**config.mk**
```make
export PLATFORM = sky130hd
export DESIGN_NAME = muldiv_ctrl
export DESIGN_NICKNAME = d
export VERILOG_FILES = /design/src/rtl/muldiv_ctrl.sv
export SDC_FILE = /design/constraint.sdc
export NUM_CORES = 1
export LEC_CHECK = 0
export BUFFER_PORTS_ARGS = -buffer_cell sky130_fd_sc_hd__buf_2
export CELL_PAD_IN_SITES_DETAIL_PLACEMENT = 1
export CELL_PAD_IN_SITES_GLOBAL_PLACEMENT = 2
export CORE_MARGIN = 8
export CORE_UTILIZATION = 28
export DETAILED_ROUTE_END_ITERATION = 8
export GPL_TIMING_DRIVEN = 0
export PLACE_DENSITY_LB_ADDON = 0.1
export SLEW_MARGIN = 20
export SYNTH_ARGS = -nofsm -noshare
export SYNTH_HDL_FRONTEND = slang
export SYNTH_SLANG_ARGS = --single-unit
```
**constraint.sdc**
```tcl
create_clock -name clk -period 4.65 [get_ports clk]
set_input_delay 0.93 -clock clk [delete_from_list [all_inputs] [get_ports clk]]
set_output_delay 0.93 -clock clk [all_outputs]
set_load 0.05 [all_outputs]
```
**src/rtl/muldiv_ctrl.sv**
```systemverilog
// muldiv_ctrl: HI/LO multiply/divide sequencer for the EX stage.
// Accepts MULT/MULTU/DIV/DIVU/MTHI/MTLO while idle, latches operands for an
// external combinational multiplier and an external iterative divider, stalls
// the pipeline until the result is written into the {HI,LO} register.
//
// Ports
//   clk, rst            clock, synchronous active-high reset
//   op_valid, op        EX-stage instruction valid / operation code
//   src_a, src_b        rs / rt operands
//   flush               cancel the EX instruction (aborts any operation)
//   mul_a/mul_b/mul_signed, mul_result   multiplier operands and product
//   div_start/div_cancel                 divider launch / abort pulses
//   div_a/div_b/div_signed               divider operands
//   div_done, div_result                 divider completion and {rem,quot}
//   muldiv_stall        pipeline stall request (combinational)
//   hilo                architectural {HI,LO}
//   busy                high whenever an operation is in flight
module muldiv_ctrl #(
   parameter int MUL_CYCLES = 2
) (
   input  logic        clk,
   input  logic        rst,
   input  logic        op_valid,
   input  logic [2:0]  op,
   input  logic [31:0] src_a,
   input  logic [31:0] src_b,
   input  logic        flush,
   output logic [31:0] mul_a,
   output logic [31:0] mul_b,
   output logic        mul_signed,
   input  logic [63:0] mul_result,
   output logic        div_start,
   output logic        div_cancel,
   output logic [31:0] div_a,
   output logic [31:0] div_b,
   output logic        div_signed,
   input  logic        div_done,
   input  logic [63:0] div_result,
   output logic        muldiv_stall,
   output logic [63:0] hilo,
   output logic        busy
);

   localparam logic [2:0] OP_MULT  = 3'd1;
   localparam logic [2:0] OP_MULTU = 3'd2;
   localparam logic [2:0] OP_DIV   = 3'd3;
   localparam logic [2:0] OP_DIVU  = 3'd4;
   localparam logic [2:0] OP_MTHI  = 3'd5;
   localparam logic [2:0] OP_MTLO  = 3'd6;

   localparam logic [2:0] CNT_LOAD = 3'(MUL_CYCLES - 1);

   typedef enum logic [1:0] {S_IDLE, S_MUL, S_DIV_LAUNCH, S_DIV} state_t;

   state_t     state;
   logic [2:0] cnt;

   logic accept, acc_md, in_div;

   assign accept = (state == S_IDLE) && op_valid && !flush;
   assign acc_md = accept && (op == OP_MULT || op == OP_MULTU ||
                              op == OP_DIV  || op == OP_DIVU);
   assign in_div = (state == S_DIV_LAUNCH) || (state == S_DIV);

   // Flush (and reset) silence stall and launch; the completion cycle drops
   // stall so the instruction retires on the same edge hilo is written.
   assign muldiv_stall = !rst && !flush &&
                         (acc_md ||
                          (state == S_DIV_LAUNCH) ||
                          (state == S_MUL && cnt != 3'd0) ||
                          (state == S_DIV && !div_done));
   assign div_start  = !rst && !flush && (state == S_DIV_LAUNCH);
   assign div_cancel = (rst || flush) && in_div;
   assign busy       = (state != S_IDLE);

   always_ff @(posedge clk) begin
      if (rst) begin
         state      <= S_IDLE;
         cnt        <= 3'd0;
         hilo       <= 64'd0;
         mul_a      <= 32'd0;
         mul_b      <= 32'd0;
         mul_signed <= 1'b0;
         div_a      <= 32'd0;
         div_b      <= 32'd0;
         div_signed <= 1'b0;
      end else if (flush) begin
         state <= S_IDLE;
         cnt   <= 3'd0;
      end else begin
         unique case (state)
            S_IDLE: begin
               if (op_valid) begin
                  case (op)
                     OP_MULT, OP_MULTU: begin
                        mul_a      <= src_a;
                        mul_b      <= src_b;
                        mul_signed <= (op == OP_MULT);
                        cnt        <= CNT_LOAD;
                        state      <= S_MUL;
                     end
                     OP_DIV, OP_DIVU: begin
                        div_a      <= src_a;
                        div_b      <= src_b;
                        div_signed <= (op == OP_DIV);
                        state      <= S_DIV_LAUNCH;
                     end
                     OP_MTHI: hilo[63:32] <= src_a;
                     OP_MTLO: hilo[31:0]  <= src_a;
                     default: ;
                  endcase
               end
            end
            S_MUL: begin
               if (cnt == 3'd0) begin
                  hilo  <= mul_result;
                  state <= S_IDLE;
               end else begin
                  cnt <= cnt - 3'd1;
               end
            end
            S_DIV_LAUNCH: state <= S_DIV;
            S_DIV: begin
               if (div_done) begin
                  hilo  <= div_result;
                  state <= S_IDLE;
               end
            end
            default: state <= S_IDLE;
         endcase
      end
   end

endmodule

```
### Yosys cells after proc, flatten, opt, wreduce, memory -nomap -nowiden

Index checks and enable logic that the tools add are counted.

* register bits after elaboration: 199
* output and inout port bits: 198
* input port bits: 200
* word-level logic and storage cells: 79

* add/sub/neg operators: 1
* reduce and logical (&&, ||, !) cells: 35
* equality and inequality tests: 17
* multiplexer cells: 15
* bitwise logic cells: 1

Operators with widths (number)
* 64-bit two-way mux: 3
* 64-bit case mux with 3 select lines: 1
* 32-bit two-way mux: 2
* 4-bit AND reduction: 4
* 6-bit AND reduction: 2
* 3-bit equality test (second input constant): 3
* 1-bit logical AND: 9
* 3-bit two-way mux: 3
* 1-bit logical OR: 8
* 2-bit by 1-bit != test with 1-bit output (second input constant): 4
* 2-bit case mux with 4 select lines: 1
* 3-bit by 2-bit equality test with 1-bit output (second input constant): 2
* 2-bit two-way mux: 3
* 2-bit != test (second input constant): 3
* 3-bit case mux with 2 select lines: 1
* 3-bit nonzero test: 2
* 2-bit OR reduction: 3
* 2-bit equality test (second input constant): 2
* 2-bit case mux with 2 select lines: 1
* 2-bit nonzero test: 2
* 3-bit by 1-bit equality test with 1-bit output (second input constant): 1
* 1-bit zero test: 3
* 3-bit zero test: 1
* 3-bit by 1-bit != test with 1-bit output (second input constant): 1
* 4 further kinds: 4

### Longest topological paths before layout

* word-level depth: 9
* mapped depth: 7
* mapped depth without buffers: 6

### Worst setup path before layout

No wires, ideal clock.

* path type: input -> output
* from: input op[1]
* to: output muldiv_stall
* arrival: 2392 ps
* stages: 5
* setup slack: 1328 ps
* buffers on the path: 1
* required time: 3720 ps
* cell sequence: buf_2 -> nor3b_1 -> or2_2 -> o21ai_0 -> a21oi_1

* word-level cells in the longest chain between the ends: 9
* elaborated cells on any way between the ends: 12
* those cells by class: 4 x eq/ne; 8 x reduce/logical

RTL lines
* start, declared: line 24 `input logic [2:0] op,`
* 3-bit by 1-bit equality test with 1-bit output / 3-bit by 2-bit equality test with 1-bit output (equally long branches): line 61 `assign acc_md = accept && (op == OP_MULT || op == OP_MULTU ||`
* 1-bit logical OR (2 in a row): line 61
* 1-bit logical OR (*): line 62 `op == OP_DIV || op == OP_DIVU);`
* 1-bit logical AND (*): line 61
* 1-bit logical OR (*): line 68 `(acc_md ||`
* 1-bit logical OR (*): line 69 `(state == S_DIV_LAUNCH) ||`
* 1-bit logical OR (*): line 70 `(state == S_MUL && cnt != 3'd0) ||`
* 1-bit logical AND (*): line 67 `assign muldiv_stall = !rst && !flush &&`
* end, declared: line 39 `output logic muldiv_stall,`

Every way passes the cells marked *; elsewhere a longest branch is shown, timed or not.

### Worst setup path after layout

* from: register state[0]
* to: output muldiv_stall

* word-level cells in the longest chain between the ends: 8
* elaborated cells on any way between the ends: 13
* those cells by class: 3 x eq/ne; 10 x reduce/logical

RTL lines
* start, declared: line 55 `state_t state;`
* start signal, assigned: line 78 `state <= S_IDLE;`
* start signal, assigned: line 88 `state <= S_IDLE;`
* start signal, assigned: line 100 `state <= S_MUL;`
* 2-bit zero test: line 60 `assign accept = (state == S_IDLE) && op_valid && !flush;`
* 1-bit logical AND (2 in a row): line 60
* 1-bit logical AND: line 61
* 1-bit logical OR: line 68
* 1-bit logical OR: line 69
* 1-bit logical OR (*): line 70
* 1-bit logical AND (*): line 67

Marks and branches as above.

==> metrics.md <==
| Metric | Value |
|---|---|
| Largest net degree at the start of global routing | `20` |
| Fraction of layout cells with a size suffix above 1 | `36.6%` |
| Syn_nets | `1216` |
| Top cell type's share of synthesized area | `45.9%` |
| Register area share after synthesis | `45.9%` |
| Total power | `3.81 mW` |
| Via count | `8605` |
| R2r setup slk | `2.07 ns` |
| GRT Util Overall | `20.1%` |
| CORE AREA | `30600 µm²` |
| CP Class | `reg -> out` |
| H-tree levels | `4` |
| Synth top area cells | `dfxtp_1, a21oi_1, nand2_1` |
| Max FO, Critical Path | `10` |
| Post-CTS Hold Buffers | `0` |
| Finished Core Util | `38.4%` |
| Die area | `36900 µm²` |
| Post CTS Setup Buffer Count | `0` |
| # IOs | `398` |
| Post-route setup TNS | `0 ns` |
| Nets | `1630` |
| Avg Synthesized Cell Area | `8.56 µm²` |
| Yosys reg bits | `199` |
| Fin Clk Skew | `0.0159 ns` |
| Startpoint types | `register` |
| Minimum clock period | `3.75 ns` |
| Post_cts resized | `0` |
| Max-Cap Viols | `0` |
| CTS Buf Count | `17` |
| # DRC | `0` |
| Clock slew seen by the registers of the worst setup and hold paths | `0.08 ns` |
| Vias in the first global route | `9328` |
| # port buffers | `395` |
| Die Y-Extent | `192 µm` |
| Fmax | `267 MHz` |
| Fin. max-slew vios | `0` |
| CTS Buffer Depth | `2` |
| Clock latency on the worst-skew pair | `0.44 ns` |
| CTS root buffer | `clkbuf_16` |
| Avg Vias per Cell | `4.68` |
| Post-synth ARST share | `0%` |
| DRT iter0 DRCs | `256` |
| Area of the mapped netlist | `8680 µm²` |
| Post-Route WL | `38500 µm` |
| Antenna Nets Post-Route | `0` |
| Die X-Extent | `192 µm` |
| Status | `finished clean` |
| Post-synth top cells | `nand2_1, a21oi_1, dfxtp_1, mux2i_1, nor2b_1` |
| PD cells | `325 nW/µm²` |
| RePlAce Congestion | `0.788` |
| Initial core utilization | `28.4%` |
| Required time worst endpoint | `3.72 ns` |
| Synth warn | `0` |
| Slew margin rel. | `47.9%` |
| Router iterations before antenna repair | `6` |
| Initial antenna violation count | `4` |
| Yosys cell types | `36` |
| Post-synth EDFFs | `0` |
| Num rows | `64` |
| WL per Instance | `20.9 µm` |
| Syn Inst Count | `1014` |
| Pleak | `5.33 nW` |
| Hold Path Class | `reg -> reg` |
| Least-Margin Pin Slew | `0.781 ns` |
| Wire length of the first global-routing pass | `56400 µm` |
| Final count of negative-setup-slack endpoints | `0` |
| Sink Count | `199` |
| Most common cell in the netlist | `nand2_1` |
| CTS tree | `done` |
| Final HPWL DP | `30400 µm` |
| Final hold violation count | `0` |
| Critical path capture point type | `output pin` |
| Gr ovfl total | `0` |
| Unrepaired setup endpoints after global routing | `no` |
| Ys flop type | `dfxtp_1` |
| Area Overhead vs Synth | `35.3%` |
| Yosys top cell by area | `dfxtp_1` |
| Arr. time, crit path | `2.82 ns` |
| Fin crit share | `80.6%` |
| VDD IR-drop max | `0.238 mV` |
metrics by stage:
step,hold slack (ns),std cells,setup slack [ns],instance area [µm²]
final,0.452,1839,0.902,11700
after CTS,0.455,1836,0.853,11700
after global placement,0.439,1805,0.977,11100
after detailed placement,0.443,1805,0.953,11200
after floorplan,0.463,1014,1.33,8680
after global routing,0.469,1839,0.679,11700
final cells by class:
type	count	area, µm²
clock inverter	13	139
clock buffer	18	439
multi-input combinational	731	4320
fill	3766	18900
tap	396	495
inverter	4	15.0
antenna	3	7.51
sequential	199	3980
timing repair buffer	395	1980
buffer	80	358
where the power goes:
part / internal (mW) / switching (mW) / total (mW)
registers: 1.74 / 0.0186 / 1.76
logic: 0.176 / 0.369 / 0.545
clock network: 0.730 / 0.775 / 1.50
sequential cells by signal, indices dropped and copies added (netlist names):
name,count
cnt,3
div_a,32
div_b,32
div_signed,1
hilo,64
mul_a,32
mul_b,32
mul_signed,1
state,2
cells by family after synthesis:
family                   synth area share, %
flip-flops                              45.9
XOR/XNOR                               0.101
adder cells (fa/ha/maj)                0.288
buffers and inverters                   4.30
AO/OA/AOI/OAI                           15.4
multiplexers                            15.9
AND/OR/NAND/NOR                         18.1
per-layer routing:
metal	global-route usage (%)	up-vias	wire, µm
met5	0	-	13
met4	4.61	2	464
met3	6.05	25	2750
met1	23.5	4094	16200
li1	-	4238	-
met2	35.6	246	19100
placed cells by master (no fill, tap or decap), types with 3 or more instances in the layout:
master and instances:
o21a_1 3, inv_1 4, dfxtp_1 199, a21oi_1 199
a31oi_1 3, clkbuf_1 45, clkinv_8 3, inv_6 3
buf_2 420, mux2_2 63, nor2_1 9, nand2_1 260
buf_4 7, nand3_1 4, or2_2 3, diode_2 3
nor2b_1 65, o21bai_1 32, inv_8 3, clkbuf_16 17
mux2i_1 65, buf_1 3
worst paths after layout:
kind / startpoint / end / depth (start not counted)
hold / removal: mul_b[30] / mul_b[30] / 2
setup reg to reg: state[1] / mul_a[15] / 6
setup / recovery: state[0] / muldiv_stall / 8
hold reg to reg: mul_b[30] / mul_b[30] / 2
worst max-delay path, cell delays in order, from the launching register on:
cell and delay, ns:
dfxtp_1 0.31, buf_2 0.19, buf_1 0.51, buf_2 0.37, buf_2 0.33, nand2_1 0.08
a21oi_1 0.25, a21oi_1 0.11, buf_2 0.23
(Power assumes the default switching activity.)
